[config.mk]
export PLATFORM = sky130hd
export DESIGN_NAME = debug_controller_flat
export DESIGN_NICKNAME = d
export VERILOG_FILES = /design/src/rtl/debug_controller_if.sv /design/src/rtl/debug_controller.sv /design/src/flat_wrapper.sv
export SDC_FILE = /design/constraint.sdc
export NUM_CORES = 1
export LEC_CHECK = 0
export ABC_AREA = 1
export CAP_MARGIN = 10
export CORE_MARGIN = 8
export CORE_UTILIZATION = 48
export DETAILED_ROUTE_END_ITERATION = 8
export PLACE_DENSITY_LB_ADDON = 0.08
export SLEW_MARGIN = 10
export SYNTH_ARGS = -nofsm -noshare
export SYNTH_HDL_FRONTEND = slang
export SYNTH_SLANG_ARGS = --single-unit
[constraint.sdc]
create_clock -name iClk -period 6.3 [get_ports iClk]
set_input_delay 1.89 -clock iClk [delete_from_list [all_inputs] [get_ports iClk]]
set_output_delay 1.89 -clock iClk [all_outputs]
set_load 0.01 [all_outputs]
[src/rtl/debug_controller_if.sv]
// Debug port bundle: host byte stream (rx/tx valid/ready) plus the core-side debug strobes.
// slave = controller view, master = host transport and processor view.
interface debug_controller_if;
    logic [7:0]  iRx_data;
    logic        iRx_valid;
    logic        oRx_ready;
    logic [7:0]  oTx_data;
    logic        oTx_valid;
    logic        iTx_ready;
    logic        oDbg_halt;
    logic        oDbg_exec;
    logic [31:0] oDbg_ins;
    logic        oDbg_reqInit;
    logic        oDbg_regWrite;
    logic [4:0]  oRd_addr;
    logic [31:0] oRd_value;
    logic [4:0]  oRs_addr;
    logic [31:0] iRs_value;

    modport slave (
        input  iRx_data, iRx_valid, iTx_ready, iRs_value,
        output oRx_ready, oTx_data, oTx_valid, oDbg_halt, oDbg_exec, oDbg_ins,
               oDbg_reqInit, oDbg_regWrite, oRd_addr, oRd_value, oRs_addr
    );

    modport master (
        output iRx_data, iRx_valid, iTx_ready, iRs_value,
        input  oRx_ready, oTx_data, oTx_valid, oDbg_halt, oDbg_exec, oDbg_ins,
               oDbg_reqInit, oDbg_regWrite, oRd_addr, oRd_value, oRs_addr
    );
endinterface

[src/rtl/debug_controller.sv]
// Host-side debug controller: decodes byte-stream command frames into halt, instruction
// injection, register access and init requests. Define DBG_TIMEOUT_EN for an arg timeout.
module debug_controller #(
    parameter int unsigned HALT_SETTLE    = 8,
    parameter int unsigned EXEC_WAIT      = 6,
    parameter int unsigned TIMEOUT_CYCLES = 1024
) (
    input logic               iClk,
    input logic               nRst,
    debug_controller_if.slave dbg
);
    localparam logic [7:0] OpHalt   = 8'h01;
    localparam logic [7:0] OpResume = 8'h02;
    localparam logic [7:0] OpRdReg  = 8'h03;
    localparam logic [7:0] OpWrReg  = 8'h04;
    localparam logic [7:0] OpExec   = 8'h05;
    localparam logic [7:0] OpInit   = 8'h06;
    localparam logic [7:0] Ack      = 8'hA5;
    localparam logic [7:0] Nak      = 8'h5A;
    localparam int unsigned WaitMax = (HALT_SETTLE > EXEC_WAIT) ? HALT_SETTLE : EXEC_WAIT;
    localparam int unsigned WaitW   = (WaitMax > 1) ? $clog2(WaitMax) : 1;

    typedef enum logic [2:0] {StIdle, StGetArg, StExecute, StWait, StResp} state_e;

    function automatic logic [2:0] arg_count(input logic [7:0] op);
        case (op)
            OpRdReg: arg_count = 3'd1;
            OpWrReg: arg_count = 3'd5;
            OpExec:  arg_count = 3'd4;
            default: arg_count = 3'd0;
        endcase
    endfunction

    // Async assert, synchronous release of the internal reset.
    logic [1:0] rst_sync_q, rst_sync_d;
    logic       rst_n;
    always_comb rst_sync_d = {rst_sync_q[0], 1'b1};
    always_ff @(posedge iClk or negedge nRst) begin
        if (!nRst) rst_sync_q <= 2'b00;
        else       rst_sync_q <= rst_sync_d;
    end
    assign rst_n = rst_sync_q[1];

    state_e             state_q, state_d;
    logic [7:0]         op_q, op_d;
    logic [2:0]         arg_idx_q, arg_idx_d;
    logic [39:0]        args_q, args_d;
    logic [WaitW-1:0]   wait_q, wait_d;
    logic [39:0]        tx_buf_q, tx_buf_d;
    logic [2:0]         tx_cnt_q, tx_cnt_d;
    logic               halt_q, halt_d;
    logic               exec_q, exec_d;
    logic [31:0]        ins_q, ins_d;
    logic               init_q, init_d;
    logic               wr_q, wr_d;
    logic [4:0]         rd_addr_q, rd_addr_d;
    logic [31:0]        rd_value_q, rd_value_d;
    logic [4:0]         rs_addr_q, rs_addr_d;

    logic rx_ready, rx_fire, tx_fire, last_arg, arg_timeout;

    assign rx_ready = rst_n && (state_q == StIdle || state_q == StGetArg);
    assign rx_fire  = rx_ready && dbg.iRx_valid;
    assign tx_fire  = (state_q == StResp) && dbg.iTx_ready;
    assign last_arg = (arg_idx_q == arg_count(op_q) - 3'd1);

`ifdef DBG_TIMEOUT_EN
    localparam int unsigned ToW = (TIMEOUT_CYCLES > 1) ? $clog2(TIMEOUT_CYCLES) : 1;
    logic [ToW-1:0] to_cnt_q, to_cnt_d;

    always_comb begin
        to_cnt_d = to_cnt_q + ToW'(1);
        if (state_q != StGetArg || rx_fire) to_cnt_d = '0;
    end

    always_ff @(posedge iClk or negedge rst_n) begin
        if (!rst_n) to_cnt_q <= '0;
        else        to_cnt_q <= to_cnt_d;
    end

    assign arg_timeout = (state_q == StGetArg) && !rx_fire &&
                         (to_cnt_q == ToW'(TIMEOUT_CYCLES - 1));
`else
    assign arg_timeout = 1'b0;
`endif

    always_ff @(posedge iClk or negedge rst_n) begin
        if (!rst_n) state_q <= StIdle;
        else        state_q <= state_d;
    end

    always_comb begin
        state_d = state_q;
        unique case (state_q)
            StIdle: begin
                if (rx_fire) state_d = (arg_count(dbg.iRx_data) != 3'd0) ? StGetArg : StExecute;
            end
            StGetArg: begin
                if (rx_fire && last_arg) state_d = StExecute;
                else if (arg_timeout)    state_d = StResp;
            end
            StExecute: begin
                if ((op_q == OpHalt && !halt_q) || (op_q == OpExec && halt_q)) state_d = StWait;
                else                                                            state_d = StResp;
            end
            StWait:  if (wait_q == '0) state_d = StResp;
            StResp:  if (tx_fire && tx_cnt_q == 3'd1) state_d = StIdle;
            default: state_d = StIdle;
        endcase
    end

    always_comb begin
        op_d       = op_q;
        arg_idx_d  = arg_idx_q;
        args_d     = args_q;
        wait_d     = wait_q;
        tx_buf_d   = tx_buf_q;
        tx_cnt_d   = tx_cnt_q;
        halt_d     = halt_q;
        exec_d     = 1'b0;
        ins_d      = ins_q;
        init_d     = 1'b0;
        wr_d       = 1'b0;
        rd_addr_d  = rd_addr_q;
        rd_value_d = rd_value_q;
        rs_addr_d  = rs_addr_q;
        unique case (state_q)
            StIdle: begin
                if (rx_fire) begin
                    op_d      = dbg.iRx_data;
                    arg_idx_d = 3'd0;
                end
            end
            StGetArg: begin
                if (rx_fire) begin
                    // Args shift in from the top so the final word lands at [39:8].
                    args_d    = {dbg.iRx_data, args_q[39:8]};
                    arg_idx_d = arg_idx_q + 3'd1;
                    if (op_q == OpRdReg && halt_q) rs_addr_d = dbg.iRx_data[4:0];
                end else if (arg_timeout) begin
                    tx_buf_d = {32'h0, Nak};
                    tx_cnt_d = 3'd1;
                end
            end
            StExecute: begin
                tx_buf_d = {32'h0, Ack};
                tx_cnt_d = 3'd1;
                case (op_q)
                    OpHalt: begin
                        if (!halt_q) begin
                            halt_d = 1'b1;
                            wait_d = WaitW'(HALT_SETTLE - 1);
                        end
                    end
                    OpResume: halt_d = 1'b0;
                    OpRdReg: begin
                        if (halt_q) begin
                            tx_buf_d = {dbg.iRs_value, Ack};
                            tx_cnt_d = 3'd5;
                        end else begin
                            tx_buf_d = {32'h0, Nak};
                        end
                    end
                    OpWrReg: begin
                        if (halt_q) begin
                            wr_d       = 1'b1;
                            rd_addr_d  = args_q[4:0];
                            rd_value_d = args_q[39:8];
                        end else begin
                            tx_buf_d = {32'h0, Nak};
                        end
                    end
                    OpExec: begin
                        if (halt_q) begin
                            exec_d = 1'b1;
                            ins_d  = args_q[39:8];
                            wait_d = WaitW'(EXEC_WAIT - 1);
                        end else begin
                            tx_buf_d = {32'h0, Nak};
                        end
                    end
                    OpInit:  init_d = 1'b1;
                    default: tx_buf_d = {32'h0, Nak};
                endcase
            end
            StWait: if (wait_q != '0) wait_d = wait_q - WaitW'(1);
            StResp: begin
                if (tx_fire) begin
                    tx_buf_d = {8'h00, tx_buf_q[39:8]};
                    tx_cnt_d = tx_cnt_q - 3'd1;
                end
            end
            default: ;
        endcase
    end

    always_ff @(posedge iClk or negedge rst_n) begin
        if (!rst_n) begin
            op_q       <= '0;
            arg_idx_q  <= '0;
            args_q     <= '0;
            wait_q     <= '0;
            tx_buf_q   <= '0;
            tx_cnt_q   <= '0;
            halt_q     <= 1'b0;
            exec_q     <= 1'b0;
            ins_q      <= '0;
            init_q     <= 1'b0;
            wr_q       <= 1'b0;
            rd_addr_q  <= '0;
            rd_value_q <= '0;
            rs_addr_q  <= '0;
        end else begin
            op_q       <= op_d;
            arg_idx_q  <= arg_idx_d;
            args_q     <= args_d;
            wait_q     <= wait_d;
            tx_buf_q   <= tx_buf_d;
            tx_cnt_q   <= tx_cnt_d;
            halt_q     <= halt_d;
            exec_q     <= exec_d;
            ins_q      <= ins_d;
            init_q     <= init_d;
            wr_q       <= wr_d;
            rd_addr_q  <= rd_addr_d;
            rd_value_q <= rd_value_d;
            rs_addr_q  <= rs_addr_d;
        end
    end

    always_comb begin
        dbg.oRx_ready     = rx_ready;
        dbg.oTx_valid     = (state_q == StResp);
        dbg.oTx_data      = tx_buf_q[7:0];
        dbg.oDbg_halt     = halt_q;
        dbg.oDbg_exec     = exec_q;
        dbg.oDbg_ins      = ins_q;
        dbg.oDbg_reqInit  = init_q;
        dbg.oDbg_regWrite = wr_q;
        dbg.oRd_addr      = rd_addr_q;
        dbg.oRd_value     = rd_value_q;
        dbg.oRs_addr      = rs_addr_q;
    end
endmodule

[src/flat_wrapper.sv]
// flat-port wrapper written by rule: the top's interface ports become plain ports
module debug_controller_flat 
#(
    parameter int unsigned HALT_SETTLE    = 8,
    parameter int unsigned EXEC_WAIT      = 6,
    parameter int unsigned TIMEOUT_CYCLES = 1024
)
  (iClk, nRst, dbg_iRx_data, dbg_iRx_valid, dbg_iTx_ready, dbg_iRs_value, dbg_oRx_ready, dbg_oTx_data, dbg_oTx_valid, dbg_oDbg_halt, dbg_oDbg_exec, dbg_oDbg_ins, dbg_oDbg_reqInit, dbg_oDbg_regWrite, dbg_oRd_addr, dbg_oRd_value, dbg_oRs_addr);
  debug_controller_if dbg_i ();
  input logic iClk;
  input logic nRst;
  input wire logic [$bits(dbg_i.iRx_data)-1:0] dbg_iRx_data;
  input wire logic [$bits(dbg_i.iRx_valid)-1:0] dbg_iRx_valid;
  input wire logic [$bits(dbg_i.iTx_ready)-1:0] dbg_iTx_ready;
  input wire logic [$bits(dbg_i.iRs_value)-1:0] dbg_iRs_value;
  output wire logic [$bits(dbg_i.oRx_ready)-1:0] dbg_oRx_ready;
  output wire logic [$bits(dbg_i.oTx_data)-1:0] dbg_oTx_data;
  output wire logic [$bits(dbg_i.oTx_valid)-1:0] dbg_oTx_valid;
  output wire logic [$bits(dbg_i.oDbg_halt)-1:0] dbg_oDbg_halt;
  output wire logic [$bits(dbg_i.oDbg_exec)-1:0] dbg_oDbg_exec;
  output wire logic [$bits(dbg_i.oDbg_ins)-1:0] dbg_oDbg_ins;
  output wire logic [$bits(dbg_i.oDbg_reqInit)-1:0] dbg_oDbg_reqInit;
  output wire logic [$bits(dbg_i.oDbg_regWrite)-1:0] dbg_oDbg_regWrite;
  output wire logic [$bits(dbg_i.oRd_addr)-1:0] dbg_oRd_addr;
  output wire logic [$bits(dbg_i.oRd_value)-1:0] dbg_oRd_value;
  output wire logic [$bits(dbg_i.oRs_addr)-1:0] dbg_oRs_addr;
  assign dbg_i.iRx_data = dbg_iRx_data;
  assign dbg_i.iRx_valid = dbg_iRx_valid;
  assign dbg_i.iTx_ready = dbg_iTx_ready;
  assign dbg_i.iRs_value = dbg_iRs_value;
  assign dbg_oRx_ready = dbg_i.oRx_ready;
  assign dbg_oTx_data = dbg_i.oTx_data;
  assign dbg_oTx_valid = dbg_i.oTx_valid;
  assign dbg_oDbg_halt = dbg_i.oDbg_halt;
  assign dbg_oDbg_exec = dbg_i.oDbg_exec;
  assign dbg_oDbg_ins = dbg_i.oDbg_ins;
  assign dbg_oDbg_reqInit = dbg_i.oDbg_reqInit;
  assign dbg_oDbg_regWrite = dbg_i.oDbg_regWrite;
  assign dbg_oRd_addr = dbg_i.oRd_addr;
  assign dbg_oRd_value = dbg_i.oRd_value;
  assign dbg_oRs_addr = dbg_i.oRs_addr;
  debug_controller #(.HALT_SETTLE(HALT_SETTLE), .EXEC_WAIT(EXEC_WAIT), .TIMEOUT_CYCLES(TIMEOUT_CYCLES)) u_core (.iClk(iClk), .nRst(nRst), .dbg(dbg_i));
endmodule
### After elaboration in Yosys (flattened, before gate mapping)

Cells that the tools add are included.

* register bits: 180
* output and inout bits: 88
* word-level logic and storage cells: 112

* add/subtract/negate cells: 4
* eq/ne operators: 25
* muxes and demuxes: 36
* reductions and logical operators: 31

Operators with widths (number)
* 40-bit one-hot mux with 3 select lines: 1
* 40-bit 2-to-1 mux: 2
* 40-bit one-hot mux with 2 select lines: 1
* 3-bit 2-to-1 mux: 15
* 8-bit by 3-bit equality test with 1-bit output, second input constant: 5
* 8-bit by 2-bit equality test with 1-bit output, second input constant: 3
* 3-bit one-hot mux with 2 select lines: 4
* 3-bit one-hot mux with 3 select lines: 2
* 3-bit one-hot mux with 5 select lines: 1
* 2-bit by 1-bit != test with 1-bit output, second input constant: 6
* 3-bit AND reduction: 4
* 3-bit by 1-bit subtractor with 3-bit output, second input constant: 3
* 8-bit by 1-bit equality test with 1-bit output, second input constant: 1
* 1-bit logical AND: 8
* 8-bit 2-to-1 mux: 1
* 2-bit AND reduction: 4
* 2-bit nonzero test: 4
* 1-bit 2-to-1 mux: 7
* 3-bit by 1-bit equality test with 1-bit output, second input constant: 2
* 3-bit by 2-bit equality test with 1-bit output, second input constant: 2
* 3-bit zero test: 2
* 3-bit nonzero test: 2
* 5-bit AND reduction: 1
* 4-bit AND reduction: 1
* 13 further kinds: 14

### Logic depth before layout (Yosys ltp)

* depth in word-level cells: 10
* depth in mapped cells: 13
* depth with buffers taken out: 13

### Worst setup path after synthesis

Ideal clock, no wire load.

* kind: reg-to-output
* from: register u_core.rst_sync_q[1]
* to: output dbg_oRx_ready
* arrival: 4.846 ns
* required time: 4.410 ns
* path slack: -0.436 ns
* cell stages (with the launch flop): 2
* path through: dfrtp_1 > nor3b_2

* word-level cells in the longest chain between the ends: 1

Ends and longest elaborated chain
* from (decl): line debug_controller.sv:35 `logic [1:0] rst_sync_q, rst_sync_d;`
* from (signal assigned): line debug_controller.sv:40 `else rst_sync_q <= rst_sync_d;`
* 1-bit logical AND: line debug_controller.sv:62 `assign rx_ready = rst_n && (state_q == StIdle || state_q == StGetArg);`
* to (decl): line flat_wrapper.sv:16 `output wire logic [$bits(dbg_i.oRx_ready)-1:0] dbg_oRx_ready;`

Every way passes these cells.

### Final worst setup path

* from: register u_core.state_q[0]
* to: output dbg_oTx_valid

* word-level cells in the longest chain between the ends: 1

Ends and longest elaborated chain
* from (decl): line debug_controller.sv:44 `state_e state_q, state_d;`
* from (signal assigned): line debug_controller.sv:88 `if (!rst_n) state_q <= StIdle;`
* from (signal assigned): line debug_controller.sv:89 `else state_q <= state_d;`
* 3-bit equality test: line debug_controller.sv:233 `dbg.oTx_valid = (state_q == StResp);`
* to (decl): line flat_wrapper.sv:18 `output wire logic [$bits(dbg_i.oTx_valid)-1:0] dbg_oTx_valid;`

Every way passes these cells.

==> metrics.txt <==
Final ANT Viol Nets=0; worst setup margin=2.28 ns; register bit count reported by yosys=177; Setup crit end=dbg_oTx_valid; Worst-path clk slew=0.06 ns; crit-path cells=nor2_1, nand2_2, inv_4, clkdlybuf4s50_1; global-route wire length before repair=27800 µm; ant diodes=0; port bufs=131; WP buf/inv=2; area leader, netlist=dfrtp_1; Worst setup EP type=output port; R2R setup slack=3.74 ns; Nets=937; worst skew pair latency=0.42 ns; Via density=5.02; critical path's slowest cell=clkdlybuf4s50_1; row cnt=45; RSZ-0062 raised after global routing=no; Final Hold Viols=0; area share of the largest cell type after synthesis=0.590; CTS tree=yes; Max Root-Sink Buffers=2; Final Setup Violations=0; status=finished, final reports clean; setup_tns=0 ns; Core Util, Final=0.613; GRT Util Overall=0.175; Post-synth ARST share=1.00; Layout Skew=0.00814 ns; Fillers=1350; Post-route DRC=0; Slew headroom=0.343; Final Routed Wirelength=17100 µm; max-capacitance violation count=0; worst-margin pin slew=0.985 ns; routed len/inst=15.4 µm; Distinct cells, synth=37; startpoint types=flip-flop; EDFF count, synth=0; Synth Net Count=829; Reg area=4430 µm²; CP delay by family, top=buffers and inverters; Synth Warn #=0; top cells by area, synth=dfrtp_1 59%, nand2_1 11%, o21ai_0 3.8%; H-tree levels=4; Pleak=4.32 nW; GPL Wtd Cong=0.841; Inst Count DP=1080; largest net degree at the start of global routing=83; hold_ws=0.266 ns; PwrDens=380 nW/µm²; layout cell share with drive strength beyond 1=0.0945; top_reg_cell synth=dfrtp_1; CTS Root Cell=clkbuf_16; Final min period=4.02 ns; via count=5577; Num Clock Sinks=177; final cell count without fillers=1110; die area=19900 µm²; slowest stage delay, CP=0.62 ns; Die Y=141 µm; Setup CP Type=flip-flop to output port; Max IR drop VDD=0.189 mV; die width=141 µm; vias in the first global route=5416; r2r startpoint=u_core.rst_sync_q[1]; Final period util=0.638; Syn Std Cell Area=7500 µm²; # IOs=132; Post-DP Area=8780 µm²; Worst path depth=4; crit path max fanout=36; Avg Cell Area, Syn=9.62 µm²; total grt overflow=0; area grow syn2layout=24.6%; postcts setup bufs=0; Starting Density=0.492; Worst Setup SP=u_core.state_q[0]; post-CTS sizing=0; post-synthesis cell count=780; crit path DAT=2.13 ns; most instantiated cells after synthesis=216 x nand2_1, 177 x dfrtp_1, 64 x inv_1; Max Freq=249 MHz; post-synthesis sequential area ratio=0.590; total CTS buffers=17; initial antenna violation count=0; total iterations of the first detailed-routing run=4; HPWL after detailed placement=11800 µm; number of DRC markers in iteration 0=379; hold-fix buffers at CTS=0; worst reg2reg path depth=6; area of the multi-input gates=2480 µm²; Design Power=3.55 mW; most frequent cell after synthesis=nand2_1; Worst Path Required=4.41 ns; FF-to-FF End=u_core.dbg.oRs_addr[2]; Place WS=2.40 ns; core box area=15300 µm²; Finished Cell Area=9350 µm²; min-delay worst type=flip-flop to async pin; max-slew violations=0
state kept, by name, indices dropped and copies added, names as in the netlist:
register	flops
u_core.dbg.oRd_value	32
u_core.dbg.oDbg_reqInit	1
u_core.rst_sync_q	2
u_core.state_q	3
u_core.tx_buf_q	40
u_core.op_q	8
u_core.dbg.oRd_addr	5
u_core.dbg.oDbg_exec	1
u_core.dbg.oDbg_halt	1
u_core.wait_q	3
u_core.dbg.oDbg_ins	32
u_core.tx_cnt_q	3
u_core.dbg.oDbg_regWrite	1
u_core.dbg.oRs_addr	5
u_core.args_q	37
u_core.arg_idx_q	3
power breakdown:
part / total [mW] / internal [mW] / switching [mW]
Combinational: 0.952 / 0.362 / 0.591
Sequential: 1.59 / 1.42 / 0.165
Clock: 1.01 / 0.611 / 0.402
worst min path at each step:
stage                    startpoint                        to  cells after the start
3_5_place_dp   u_core.rst_sync_q[1]  u_core.dbg.oRd_value[25]                      0
4_1_cts        u_core.rst_sync_q[1]  u_core.dbg.oRd_value[25]                      0
6_report       u_core.rst_sync_q[1]  u_core.dbg.oRd_value[24]                      0
5_1_grt        u_core.rst_sync_q[1]  u_core.dbg.oRd_value[24]                      0
2_1_floorplan  u_core.rst_sync_q[0]      u_core.rst_sync_q[1]                      0
3_3_place_gp   u_core.rst_sync_q[1]  u_core.dbg.oRd_value[25]                      0
layer usage:
| layer | GRT usage | wire length [µm] | up-vias |
|---|---|---|---|
| met1 | 0.236 | 7950 | 2674 |
| li1 | - | - | 2748 |
| met2 | 0.267 | 8020 | 146 |
| met5 | 0 | 0 | - |
| met3 | 0.0452 | 949 | 9 |
| met4 | 0.0617 | 146 | 0 |
logic make-up (layout without fill, tap and decap cells):
kind of cell / count (synthesis) / after routing / share of synthesized area
DFF: 177 / 177 / 0.590
xor gates and xnor gates: 2 / 2 / 0.00234
muxes: 3 / 3 / 0.00600
buffers and inverters: 117 / 236 / 0.0796
AOI/OAI and AO/OA: 173 / 173 / 0.142
adders and majority gates: 5 / 5 / 0.00834
other: 1 / 1 / 0.000500
and+or+nand+nor: 302 / 302 / 0.171
cell type report:
class,instances,share of cell area
clock buffers,25,0.0519
clock inverters,5,0.00857
inverters,72,0.0294
multi-input cells,486,0.265
flip-flops and latches,177,0.474
well taps,211,0.0282
repair buffers,134,0.143
cells in the final DEF, fill, tap and decap left out, drive strengths merged:
| master | Yosys | routed |
|---|---|---|
| nand2 | 222 | 222 |
| dfrtp | 177 | 177 |
| clkdlybuf4s50 | 0 | 131 |
| o21ai | 127 | 127 |
| inv | 72 | 72 |
| nor2 | 43 | 43 |
| clkbuf | 5 | 25 |
| a31oi | 24 | 24 |
| nand3 | 24 | 24 |
| nor3 | 9 | 9 |
| a21oi | 8 | 8 |
| a32o | 8 | 8 |
| ha | 5 | 5 |
| mux2 | 3 | 3 |
| buf | 40 | 3 |
| o22ai | 2 | 2 |
| o211ai | 2 | 2 |
| xnor2 | 2 | 2 |
| bufinv | 0 | 2 |
| clkinvlp | 0 | 2 |
| nor3b | 2 | 2 |
| nor4 | 1 | 1 |
| and2 | 1 | 1 |
| a22o | 1 | 1 |
| a22oi | 1 | 1 |
| clkinv | 0 | 1 |
| conb | 1 | 1 |
Power figures use the tool's default switching activity.
